`src/rtl/irq_controller.sv`:
```
// -----------------------------------------------------------------------------
// irq_controller
//   Prioritising interrupt controller between the peripheral interrupt flags
//   and the CPU. The controller masks and arbitrates the sticky flags. It
//   presents one request plus its vector to the CPU. After the CPU acknowledges
//   the request, it sends a one-cycle clear pulse back to the winning
//   peripheral. The controller does not nest interrupts: the CPU must return
//   from the handler before a new request is raised.
//
// Configuration macro:
//   IRQ_RR_EN  defined   -> round-robin arbitration starting at a pointer.
//                           On each ack the pointer advances past the serviced
//                           source. CTRL[7:5] reads the pointer.
//              undefined -> fixed priority (lowest index wins).
//                           CTRL[7:5] reads 0.
//
// Ports:
//   clk           in   system clock, rising edge
//   reset         in   asynchronous, active-low reset
//   irq_flag      in   sticky level flags from peripherals
//   irq_flag_clr  out  one-cycle clear pulse to the serviced peripheral
//   cpu_irq       out  registered interrupt request to the CPU
//   cpu_vec       out  index of the requesting source (valid with cpu_irq)
//   cpu_ack       in   CPU has taken the request (one-cycle pulse)
//   cpu_iret      in   CPU has returned from the handler (one-cycle pulse)
//   cfg_we        in   register write strobe
//   cfg_addr      in   register select (0 MASK, 1 PENDING, 2 CTRL, 3 zero)
//   cfg_wdata     in   write data
//   cfg_rdata     out  read data, combinational from cfg_addr
// -----------------------------------------------------------------------------
module irq_controller #(
    parameter int NUM_IRQ = 4
) (
    input  logic                       clk,
    input  logic                       reset,
    input  logic [NUM_IRQ-1:0]         irq_flag,
    output logic [NUM_IRQ-1:0]         irq_flag_clr,
    output logic                       cpu_irq,
    output logic [$clog2(NUM_IRQ)-1:0] cpu_vec,
    input  logic                       cpu_ack,
    input  logic                       cpu_iret,
    input  logic                       cfg_we,
    input  logic [1:0]                 cfg_addr,
    input  logic [7:0]                 cfg_wdata,
    output logic [7:0]                 cfg_rdata
);

    localparam int VEC_W = $clog2(NUM_IRQ);

    typedef enum logic [1:0] {
        ST_IDLE    = 2'd0,
        ST_ASSERT  = 2'd1,
        ST_SERVICE = 2'd2
    } state_t;

    state_t               r_state;
    state_t               w_state_nxt;
    logic [NUM_IRQ-1:0]   r_mask;
    logic                 r_gie;
    logic                 r_cpu_irq;
    logic                 w_irq_nxt;
    logic [VEC_W-1:0]     r_cpu_vec;
    logic [VEC_W-1:0]     w_vec_nxt;
    logic [NUM_IRQ-1:0]   r_clr;
    logic [NUM_IRQ-1:0]   w_clr_nxt;
    logic [NUM_IRQ-1:0]   w_elig;
    logic [VEC_W-1:0]     w_win;
    logic                 w_in_service;
    logic [7:0]           w_ctrl;
    logic [7:0]           w_rdata;
`ifdef IRQ_RR_EN
    logic [VEC_W-1:0]     r_rr_ptr;
    logic [VEC_W-1:0]     w_ptr_nxt;
`endif

    // Fixed priority: the scan runs from the top down, so the lowest set index is taken last and wins.
    function automatic logic [VEC_W-1:0] f_pick_fixed(input logic [NUM_IRQ-1:0] req);
        logic [VEC_W-1:0] win;
        win = {VEC_W{1'b0}};
        for (int i = NUM_IRQ - 1; i >= 0; i--) begin
            if (req[i]) begin
                win = VEC_W'(i);
            end else begin
                win = win;
            end
        end
        return win;
    endfunction

`ifdef IRQ_RR_EN
    // Round robin: take the first set request at or after the start index, wrapping around.
    function automatic logic [VEC_W-1:0] f_pick_rr(input logic [NUM_IRQ-1:0] req,
                                                   input logic [VEC_W-1:0]   start);
        logic [VEC_W-1:0] win;
        logic             found;
        int               idx;
        win   = {VEC_W{1'b0}};
        found = 1'b0;
        for (int i = 0; i < NUM_IRQ; i++) begin
            idx = int'(start) + i;
            if (idx >= NUM_IRQ) begin
                idx = idx - NUM_IRQ;
            end else begin
                idx = idx;
            end
            if (!found && req[idx]) begin
                found = 1'b1;
                win   = VEC_W'(idx);
            end else begin
                win = win;
            end
        end
        return win;
    endfunction
`endif

    assign w_elig       = irq_flag & r_mask & {NUM_IRQ{r_gie}};
    assign w_in_service = (r_state == ST_SERVICE);

`ifdef IRQ_RR_EN
    assign w_win  = f_pick_rr(w_elig, r_rr_ptr);
    assign w_ctrl = 8'(r_gie) | (8'(w_in_service) << 1) | (8'(r_cpu_vec) << 2)
                  | (8'(r_rr_ptr) << 5);
`else
    assign w_win  = f_pick_fixed(w_elig);
    assign w_ctrl = 8'(r_gie) | (8'(w_in_service) << 1) | (8'(r_cpu_vec) << 2);
`endif

    // Configuration registers: MASK and GIE, written by the CPU.
    always_ff @(posedge clk or negedge reset) begin
        if (!reset) begin
            r_mask <= {NUM_IRQ{1'b0}};
            r_gie  <= 1'b0;
        end else if (cfg_we && (cfg_addr == 2'd0)) begin
            r_mask <= cfg_wdata[NUM_IRQ-1:0];
        end else if (cfg_we && (cfg_addr == 2'd2)) begin
            r_gie  <= cfg_wdata[0];
        end
    end

    // Next-state and next-output logic of the request/service sequencer.
    always_comb begin
        w_state_nxt = r_state;
        w_irq_nxt   = r_cpu_irq;
        w_vec_nxt   = r_cpu_vec;
        w_clr_nxt   = {NUM_IRQ{1'b0}};
`ifdef IRQ_RR_EN
        w_ptr_nxt   = r_rr_ptr;
`endif
        case (r_state)
            ST_IDLE: begin
                w_irq_nxt = 1'b0;
                if (|w_elig) begin
                    w_state_nxt = ST_ASSERT;
                    w_irq_nxt   = 1'b1;
                    w_vec_nxt   = w_win;
                end else begin
                    w_state_nxt = ST_IDLE;
                end
            end
            ST_ASSERT: begin
                // Ack has priority over withdraw, so a request taken in the same cycle is still cleared.
                if (cpu_ack) begin
                    w_state_nxt = ST_SERVICE;
                    w_irq_nxt   = 1'b0;
                    w_clr_nxt   = {{(NUM_IRQ-1){1'b0}}, 1'b1} << r_cpu_vec;
`ifdef IRQ_RR_EN
                    if (r_cpu_vec == VEC_W'(NUM_IRQ - 1)) begin
                        w_ptr_nxt = {VEC_W{1'b0}};
                    end else begin
                        w_ptr_nxt = r_cpu_vec + {{(VEC_W-1){1'b0}}, 1'b1};
                    end
`endif
                end else if (!w_elig[r_cpu_vec]) begin
                    w_state_nxt = ST_IDLE;
                    w_irq_nxt   = 1'b0;
                end else begin
                    w_state_nxt = ST_ASSERT;
                end
            end
            ST_SERVICE: begin
                w_irq_nxt = 1'b0;
                if (cpu_iret) begin
                    w_state_nxt = ST_IDLE;
                end else begin
                    w_state_nxt = ST_SERVICE;
                end
            end
            default: begin
                w_state_nxt = ST_IDLE;
                w_irq_nxt   = 1'b0;
            end
        endcase
    end

    // Sequencer state and registered CPU/peripheral outputs.
    always_ff @(posedge clk or negedge reset) begin
        if (!reset) begin
            r_state   <= ST_IDLE;
            r_cpu_irq <= 1'b0;
            r_cpu_vec <= {VEC_W{1'b0}};
            r_clr     <= {NUM_IRQ{1'b0}};
        end else begin
            r_state   <= w_state_nxt;
            r_cpu_irq <= w_irq_nxt;
            r_cpu_vec <= w_vec_nxt;
            r_clr     <= w_clr_nxt;
        end
    end

`ifdef IRQ_RR_EN
    // Round-robin search pointer.
    always_ff @(posedge clk or negedge reset) begin
        if (!reset) begin
            r_rr_ptr <= {VEC_W{1'b0}};
        end else begin
            r_rr_ptr <= w_ptr_nxt;
        end
    end
`endif

    // Register read mux.
    always_comb begin
        w_rdata = 8'h00;
        case (cfg_addr)
            2'd0:    w_rdata = 8'(r_mask);
            2'd1:    w_rdata = 8'(irq_flag);
            2'd2:    w_rdata = w_ctrl;
            default: w_rdata = 8'h00;
        endcase
    end

    assign cfg_rdata    = w_rdata;
    assign cpu_irq      = r_cpu_irq;
    assign cpu_vec      = r_cpu_vec;
    assign irq_flag_clr = r_clr;

endmodule

```
`config.mk`:
```
export PLATFORM = sky130hd
export DESIGN_NAME = irq_controller
export DESIGN_NICKNAME = d
export VERILOG_FILES = /design/src/rtl/irq_controller.sv
export SDC_FILE = /design/constraint.sdc
export NUM_CORES = 1
export LEC_CHECK = 0
export BUFFER_PORTS_ARGS = -buffer_cell sky130_fd_sc_hd__buf_2
export CORE_UTILIZATION = 45
export CTS_BUF_LIST = sky130_fd_sc_hd__clkbuf_8
export CTS_CLUSTER_DIAMETER = 60
export DETAILED_ROUTE_END_ITERATION = 8
export GPL_TIMING_DRIVEN = 1
export PLACE_DENSITY = 0.87
export SYNTH_ARGS = -nofsm -noshare
export SYNTH_HDL_FRONTEND = slang
export SYNTH_SLANG_ARGS = --single-unit
```
`constraint.sdc`:
```
create_clock -name clk -period 1.3 [get_ports clk]
set_input_delay 0.195 -clock clk [delete_from_list [all_inputs] [get_ports clk]]
set_output_delay 0.195 -clock clk [all_outputs]
set_load 0.03 [all_outputs]
```
After elaboration in Yosys (flattened, before gate mapping):

Cells that the tools add are included.

* bits in registers: 14

* order comparisons: 1
* eq/ne operators: 5
* shifts and indexed selects: 1
* multiplexer cells: 18
* bitwise operators: 5
* reductions and logical operators: 7

Operators by type and width (count)
* $mux 2: 6
* $pmux 4 s3: 1
* $and 4x4->4: 2
* $mux 4: 2
* $mux 1: 6
* $pmux 2 s3: 1
* $eq 2x1->1 const B: 2
* $eq 2x2->1 const B: 2
* $logic_not 2->1: 2
* $or 2x4->4: 1
* $reduce_and 2->1: 2
* $reduce_or 4->1: 1
* $shl 1x2->4 const A: 1
* $lt 2x3->1 const B: 1
* $ne 3x3->1 const B: 1
* $bmux 1 s2: 1
* $logic_and 1x1->1: 2
* $or 1x2->2: 1
* $pmux 1 s2: 1
* $not 1->1: 1

Longest topological paths before layout:

Gate-level depths: netlist (run 1).

* depth after elaboration: 7
* depth in mapped cells: 5

Worst setup path after synthesis (run 1):

Ideal clock, no wire load.

* path type: reg-to-output
* from: reg r_cpu_vec[0] (netlist: cpu_vec[0])
* to: out cfg_rdata[2]
* arrival time: 1.490 ns
* data required time: 1.105 ns
* path slack: -0.385 ns
* stages on the path, launching flop included: 4
* buffers on the path: 1
* cells stage by stage: dfrtp_1 -> clkbuf_2 -> mux2i_1 -> o21ai_0

* longest elaborated chain between the ends: 2

Ends and longest elaborated chain
* start, declared: RTL line 62 `logic [VEC_W-1:0] r_cpu_vec;`
* start signal, assigned: RTL line 201 `r_cpu_vec <= {VEC_W{1'b0}};`
* start signal, assigned: RTL line 206 `r_cpu_vec <= w_vec_nxt;`
* $or 2x4->4: RTL line 126 `assign w_ctrl = 8'(r_gie) | (8'(w_in_service) << 1) | (8'(r_cpu_vec) << 2);`
* $pmux 4 s3: RTL line 225 `case (cfg_addr)`
* end, declared: RTL line 45 `output logic [7:0] cfg_rdata`

No other way between the ends.

Final worst setup path (run 1):

* from: reg r_gie
* to: out cfg_rdata[0]

* longest elaborated chain between the ends: 3

Ends and longest elaborated chain
* start, declared: RTL line 59 `logic r_gie;`
* start signal, assigned: RTL line 137 `r_gie <= cfg_wdata[0];`
* $or 1x2->2: RTL line 126
* $or 2x4->4: RTL line 126
* $pmux 4 s3: RTL line 225

No other way between the ends.

==> results of run 1 <==
sequential cells by signal (all words and copies together), names as in the netlist:
register and cells:
r_mask 4, r_state 2, r_gie 1, irq_flag_clr 4
cpu_vec 2, cpu_irq 1
synth_stat cells:
cell type  instances  share of area
buf_2              2          0.013
nor2b_1            1         0.0082
nand2b_1           2          0.016
o21ai_2            1          0.012
nor3_1             1         0.0066
nor3b_4            1          0.025
mux2_2             3          0.044
a21oi_1            5          0.033
nand2_1           10          0.049
nand3_1            2          0.013
a32oi_1            1          0.012
and3_1             1         0.0082
o21ai_0            5          0.033
clkbuf_2           1         0.0066
a21boi_0           2          0.020
o22ai_1            1         0.0082
nor2_1             1         0.0049
mux2_1             2          0.030
nand3b_1           3          0.030
inv_1              2         0.0099
a311oi_1           1          0.012
conb_1             1         0.0049
o22a_1             1          0.012
buf_4              4          0.039
nor4b_1            1          0.012
nor3b_1            2          0.020
mux2i_1            4          0.053
dfrtp_1           14           0.46
o21ai_1            1         0.0066
area by class of cell:
cell class / instances / area [µm²]
clock buffers: 4 / 55.1
fillers: 131 / 507
inverters: 2 / 7.51
multi-input cells: 56 / 400
flip-flops and latches: 14 / 354
well taps: 16 / 20.0
repair buffers: 31 / 198
through the flow:
step	setup TNS [ns]	worst slack [ns]	hold slack, ns	area [µm²]	std cells
finish	0	0.0127	0.147	1030	123
global route	-0.0596	-0.0230	0.179	1030	123
CTS	0	0.0139	0.132	973	120
detailed placement	0	0.106	0.104	882	113
global placement	0	0.129	0.0997	882	113
floorplan	0	0.0586	-0.101	782	79
cell usage in the layout, fill, tap and decap left out, types with 2 or more instances in the layout:
master,count
buf_2,21
dfrtp_1,11
nand2_1,10
a21oi_1,5
buf_4,5
conb_1,4
clkbuf_8,4
buf_6,4
nand3b_1,3
o21ai_2,3
mux2i_1,3
mux2_2,3
dfrtp_2,3
nor3b_1,2
o21ai_0,2
a21boi_0,2
nand3_1,2
o21ai_1,2
inv_1,2
mux2_1,2
report_power, final:
group          switching (mW)  internal (mW)  leakage [nW]  total [mW]
Combinational           0.491          0.362         0.298       0.853
Sequential              0.116          0.560         0.174       0.677
Clock                   0.153          0.268        0.0288       0.422
logic make-up (layout without fill, tap and decap cells):
kind of cell	Yosys count	in the layout	share of synthesized area
AND/OR/NAND/NOR	25	25	0.192
buffers and inverters	9	37	0.0691
AO/OA/AOI/OAI	18	18	0.146
other	1	4	0.00493
multiplexers	9	9	0.127
flip-flops	14	14	0.461
repair_timing:
item,4_1_cts,5_1_grt
endpoints found under the setup margin,4,6
gates cloned,0,0
buffers inserted,2,3
gates resized for setup,3,13
hold buffers,1,0
hold endpoints to repair,14,0
final timing paths:
path	startpoint	end	slack (ns)	cells past startpoint
max	r_gie	cfg_rdata[0]	0.01	3
min	cpu_iret	r_state[1]	0.15	2
max reg2reg	cpu_vec[0]	cpu_irq	0.10	5
min reg2reg	cpu_irq	cpu_irq	0.53	2
max in group asynchronous	reset	r_gie	0.68	2
min in group asynchronous	reset	irq_flag_clr[1]	0.37	2
worst register-to-register path, delay by kind of cell, from the launching register on:
kind                   cells  cell delay, ns
AOI/OAI and AO/OA          3            0.39
DFF                        1            0.41
and+or+nand+nor            1            0.15
buffers and inverters      1            0.17
layer usage:
| metal | up-vias | part of all wire | track usage |
|---|---|---|---|
| met5 | - | 0 | 0 |
| met4 | 0 | 0.0075 | 0.0364 |
| met3 | 2 | 0.069 | 0.0851 |
| met2 | 25 | 0.51 | 0.340 |
| met1 | 319 | 0.41 | 0.241 |
| li1 | 325 | - | - |
==> flow_metrics.tcl, run 1 <==
set metrics [dict create \
    status "completed" \
    syn_area_um2 761 \
    yosysSeqAreaShare 0.461 \
    start_util 0.494 \
    hp-class "primary input to register" \
    antenna_found_initial 0 \
    final_antenna_net_count 0 \
    vias 671 \
    path_buf_inv 1 \
    drt_first_pass_iters 4 \
    grt_max_degree 15 \
    grt_pass1_wl_um 2750 \
    cts_buffer_depth 2 \
    syn_to_final_growth_pct 36.0 \
    h-tree-depth 1 \
    rows 14 \
    place.gp.congestion 0.800 \
    grt_overflow 0 \
    peakVddDrop_mv 1.10 \
    synth_cells 76 \
    max_cap_violations 0 \
    die_y_um 43.1 \
    hold_viol_final 0 \
    grt_use_total 0.202 \
    routedWlPerCell_um 13.0 \
    slowest_stage "dfrtp_2" \
    core_area_um2 1540 \
    crit_chain "mux2i_1, o21ai_1, buf_4" \
    slowest_delay_ns 0.46 \
    dieArea_um2 1860 \
    cts_sinks 14 \
    yosysUniqueCellTypes 29 \
    cp_top_family "flip-flops" \
    io_pins 34 \
    drive_gt1_frac 0.449 \
    nets 127 \
    cts_root_buf "clkbuf_8" \
    cp.required_ns 1.11 \
    avgSynthCellArea_um2 10.0 \
    die_w_um 43.1 \
    fin_skew_ns 0.00104 \
    drv_slew 0 \
    hpwl_um 1100 \
    clkTransAtPathRegs_ns 0.06 \
    synth-seq-cells 14 \
    drt-vias-per-instance 5.46 \
    wl_um 1590 \
    end_kind "output port" \
    grt_pass1_vias 620 \
    diodes 0 \
    total_power_mw 1.95 \
    cp_max_fo 7 \
    crit_type "register to output port" \
    rsz0062_at_grt "yes" \
    cts_tree "done" \
    min_period_ns 1.29 \
    numPortBuffers 25 \
    p_leak_nw 0.502 \
    period_share 0.990 \
    insertion_delay_ns 0.24 \
    drtIter0Drc 9 \
    startpoint_type "register" \
    max_freq_mhz 777 \
    cts-buffers-inserted 3 \
    drc_errors 0 \
    synth-warning-count 0 \
    p_per_area_nw_per_um2 1890 \
    critPathArrivalTime_ns 1.09 \
    final_util 0.671 \
    finalSetupViolations 0 \
]
No activity file was read; power rests on OpenSTA's default activity.
==> run 2, diff against run 1 <==
Settings changed: CAP_MARGIN set to 10, CTS_BUF_LIST sky130_fd_sc_hd__clkbuf_8 to sky130_fd_sc_hd__clkbuf_4 sky130_fd_sc_hd__clkbuf_8.
==> flow_metrics.tcl, run 2 (synthesis results as in run 1) <==
set metrics [dict create \
    status "complete, but fails checks" \
    violations "setup timing" \
    dp_cells 113 \
    end_kind "output port" \
    final_util 0.653 \
    p_seq_frac 0.358 \
    drt_first_pass_iters 4 \
    layout_common_cells "buf_2, dfrtp_1, nand2_1" \
    cp_max_fo 2 \
    hold_viol_final 0 \
    insertion_delay_ns 0.28 \
    io_pins 34 \
    antenna_found_initial 0 \
    max_freq_mhz 766 \
    hp-class "primary input to register" \
    drc_errors 0 \
    drv_slew 0 \
    h-tree-depth 1 \
    rsz0062_at_grt "yes" \
    drtIter0Drc 11 \
    max_cap_violations 0 \
    timing.setup.tns_ns -0.00735 \
    critPathArrivalTime_ns 1.11 \
    grt_pass1_wl_um 2690 \
    startpoint_type "register" \
    holdWs_ns 0.0906 \
    p_comb_frac 0.473 \
    grt_pass1_vias 640 \
    numPortBuffers 25 \
    p_leak_nw 0.492 \
    wl_um 1540 \
    p_int_mw 1.09 \
    final_common_cell "buf_2" \
    drt-vias-per-instance 5.36 \
    power_switching_mw 0.741 \
    routedWlPerCell_um 12.5 \
    cts_sinks 14 \
    rows 14 \
    worst_slack_ns -0.00467 \
    grt_max_degree 15 \
    core_area_um2 1540 \
    finalSetupViolations 3 \
    die_w_um 43.1 \
    nFillCells 132 \
    grt_overflow 0 \
    final_antenna_net_count 0 \
    final_cells 123 \
    start_util 0.494 \
    cts_root_buf "clkbuf_4" \
    cts-buffers-inserted 3 \
    cts_buffer_depth 2 \
    p_per_area_nw_per_um2 1820 \
    min_period_ns 1.30 \
    hpwl_um 1100 \
    syn_to_final_growth_pct 32.2 \
    clkTransAtPathRegs_ns 0.08 \
    cp.required_ns 1.11 \
    cts_tree "done" \
    vias 659 \
    switching_share 0.404 \
    grt_use_total 0.195 \
    clockPowerShare 0.170 \
    dieArea_um2 1860 \
    drive_gt1_frac 0.439 \
    diodes 0 \
    period_share 1.00 \
    fin_skew_ns 0.000510 \
    die_y_um 43.1 \
    nets 127 \
    crit_type "register to output port" \
    place.gp.congestion 0.800 \
    peakVddDrop_mv 0.854 \
]
run 2: area by class of cell:
| cell class | instances | area, µm² | share of cell area |
|---|---|---|---|
| flip-flops and latches | 14 | 354 | 0.352 |
| inverters | 2 | 7.51 | 0.00746 |
| multi-input cells | 56 | 394 | 0.392 |
| repair buffers | 31 | 194 | 0.193 |
| well taps | 16 | 20.0 | 0.0199 |
| clock buffers | 4 | 36.3 | 0.0361 |
run 2: repair_timing:
action	in CTS	in global routing
endpoints found under the hold margin	14	0
resized for setup	7	4
endpoints found under the setup margin	4	6
hold buffers	1	0
pin swaps	0	1
setup buffers	5	0
run 2: layer usage:
metal,vias to the layer above,global-route usage,part of all wire
met4,0,0.0545,0.0078
met2,27,0.325,0.49
li1,324,-,-
met3,2,0.0723,0.073
met5,-,0,0
met1,306,0.232,0.43
run 2: power groups by stage:
stage          clock (mW)  sequential, mW  combinational, mW
2_1_floorplan           0           0.762              0.428
3_3_place_gp            0           0.715              0.620
3_5_place_dp            0           0.720              0.628
4_1_cts             0.316           0.645              0.831
5_1_grt             0.337           0.671              0.956
6_report            0.311           0.657              0.867
run 2: worst paths after layout:
kind                            start         endpoint  slack, ns  cells past startpoint
max                        r_state[0]     cfg_rdata[1]     -0.005                      3
min                          cpu_iret       r_state[1]       0.09                      2
max reg2reg                cpu_vec[0]          cpu_irq       0.10                      5
min reg2reg                   cpu_irq          cpu_irq       0.53                      2
max in group asynchronous       reset            r_gie       0.72                      2
min in group asynchronous       reset  irq_flag_clr[1]       0.33                      2
run 2: stage by stage:
step	total power, mW	instance area, µm²	worst slack [ns]
after floorplan	1.19	782	0.0586
after global placement	1.33	882	0.129
after detailed placement	1.35	882	0.106
after CTS	1.79	988	-0.00191
after global routing	1.96	1010	-0.115
final	1.83	1010	-0.00467
run 2: worst max-delay path, cell delays in order, from the launching register on:
cell and delay, ns:
dfrtp_1 0.39, nand2b_4 0.15, o22ai_1 0.11, buf_4 0.18
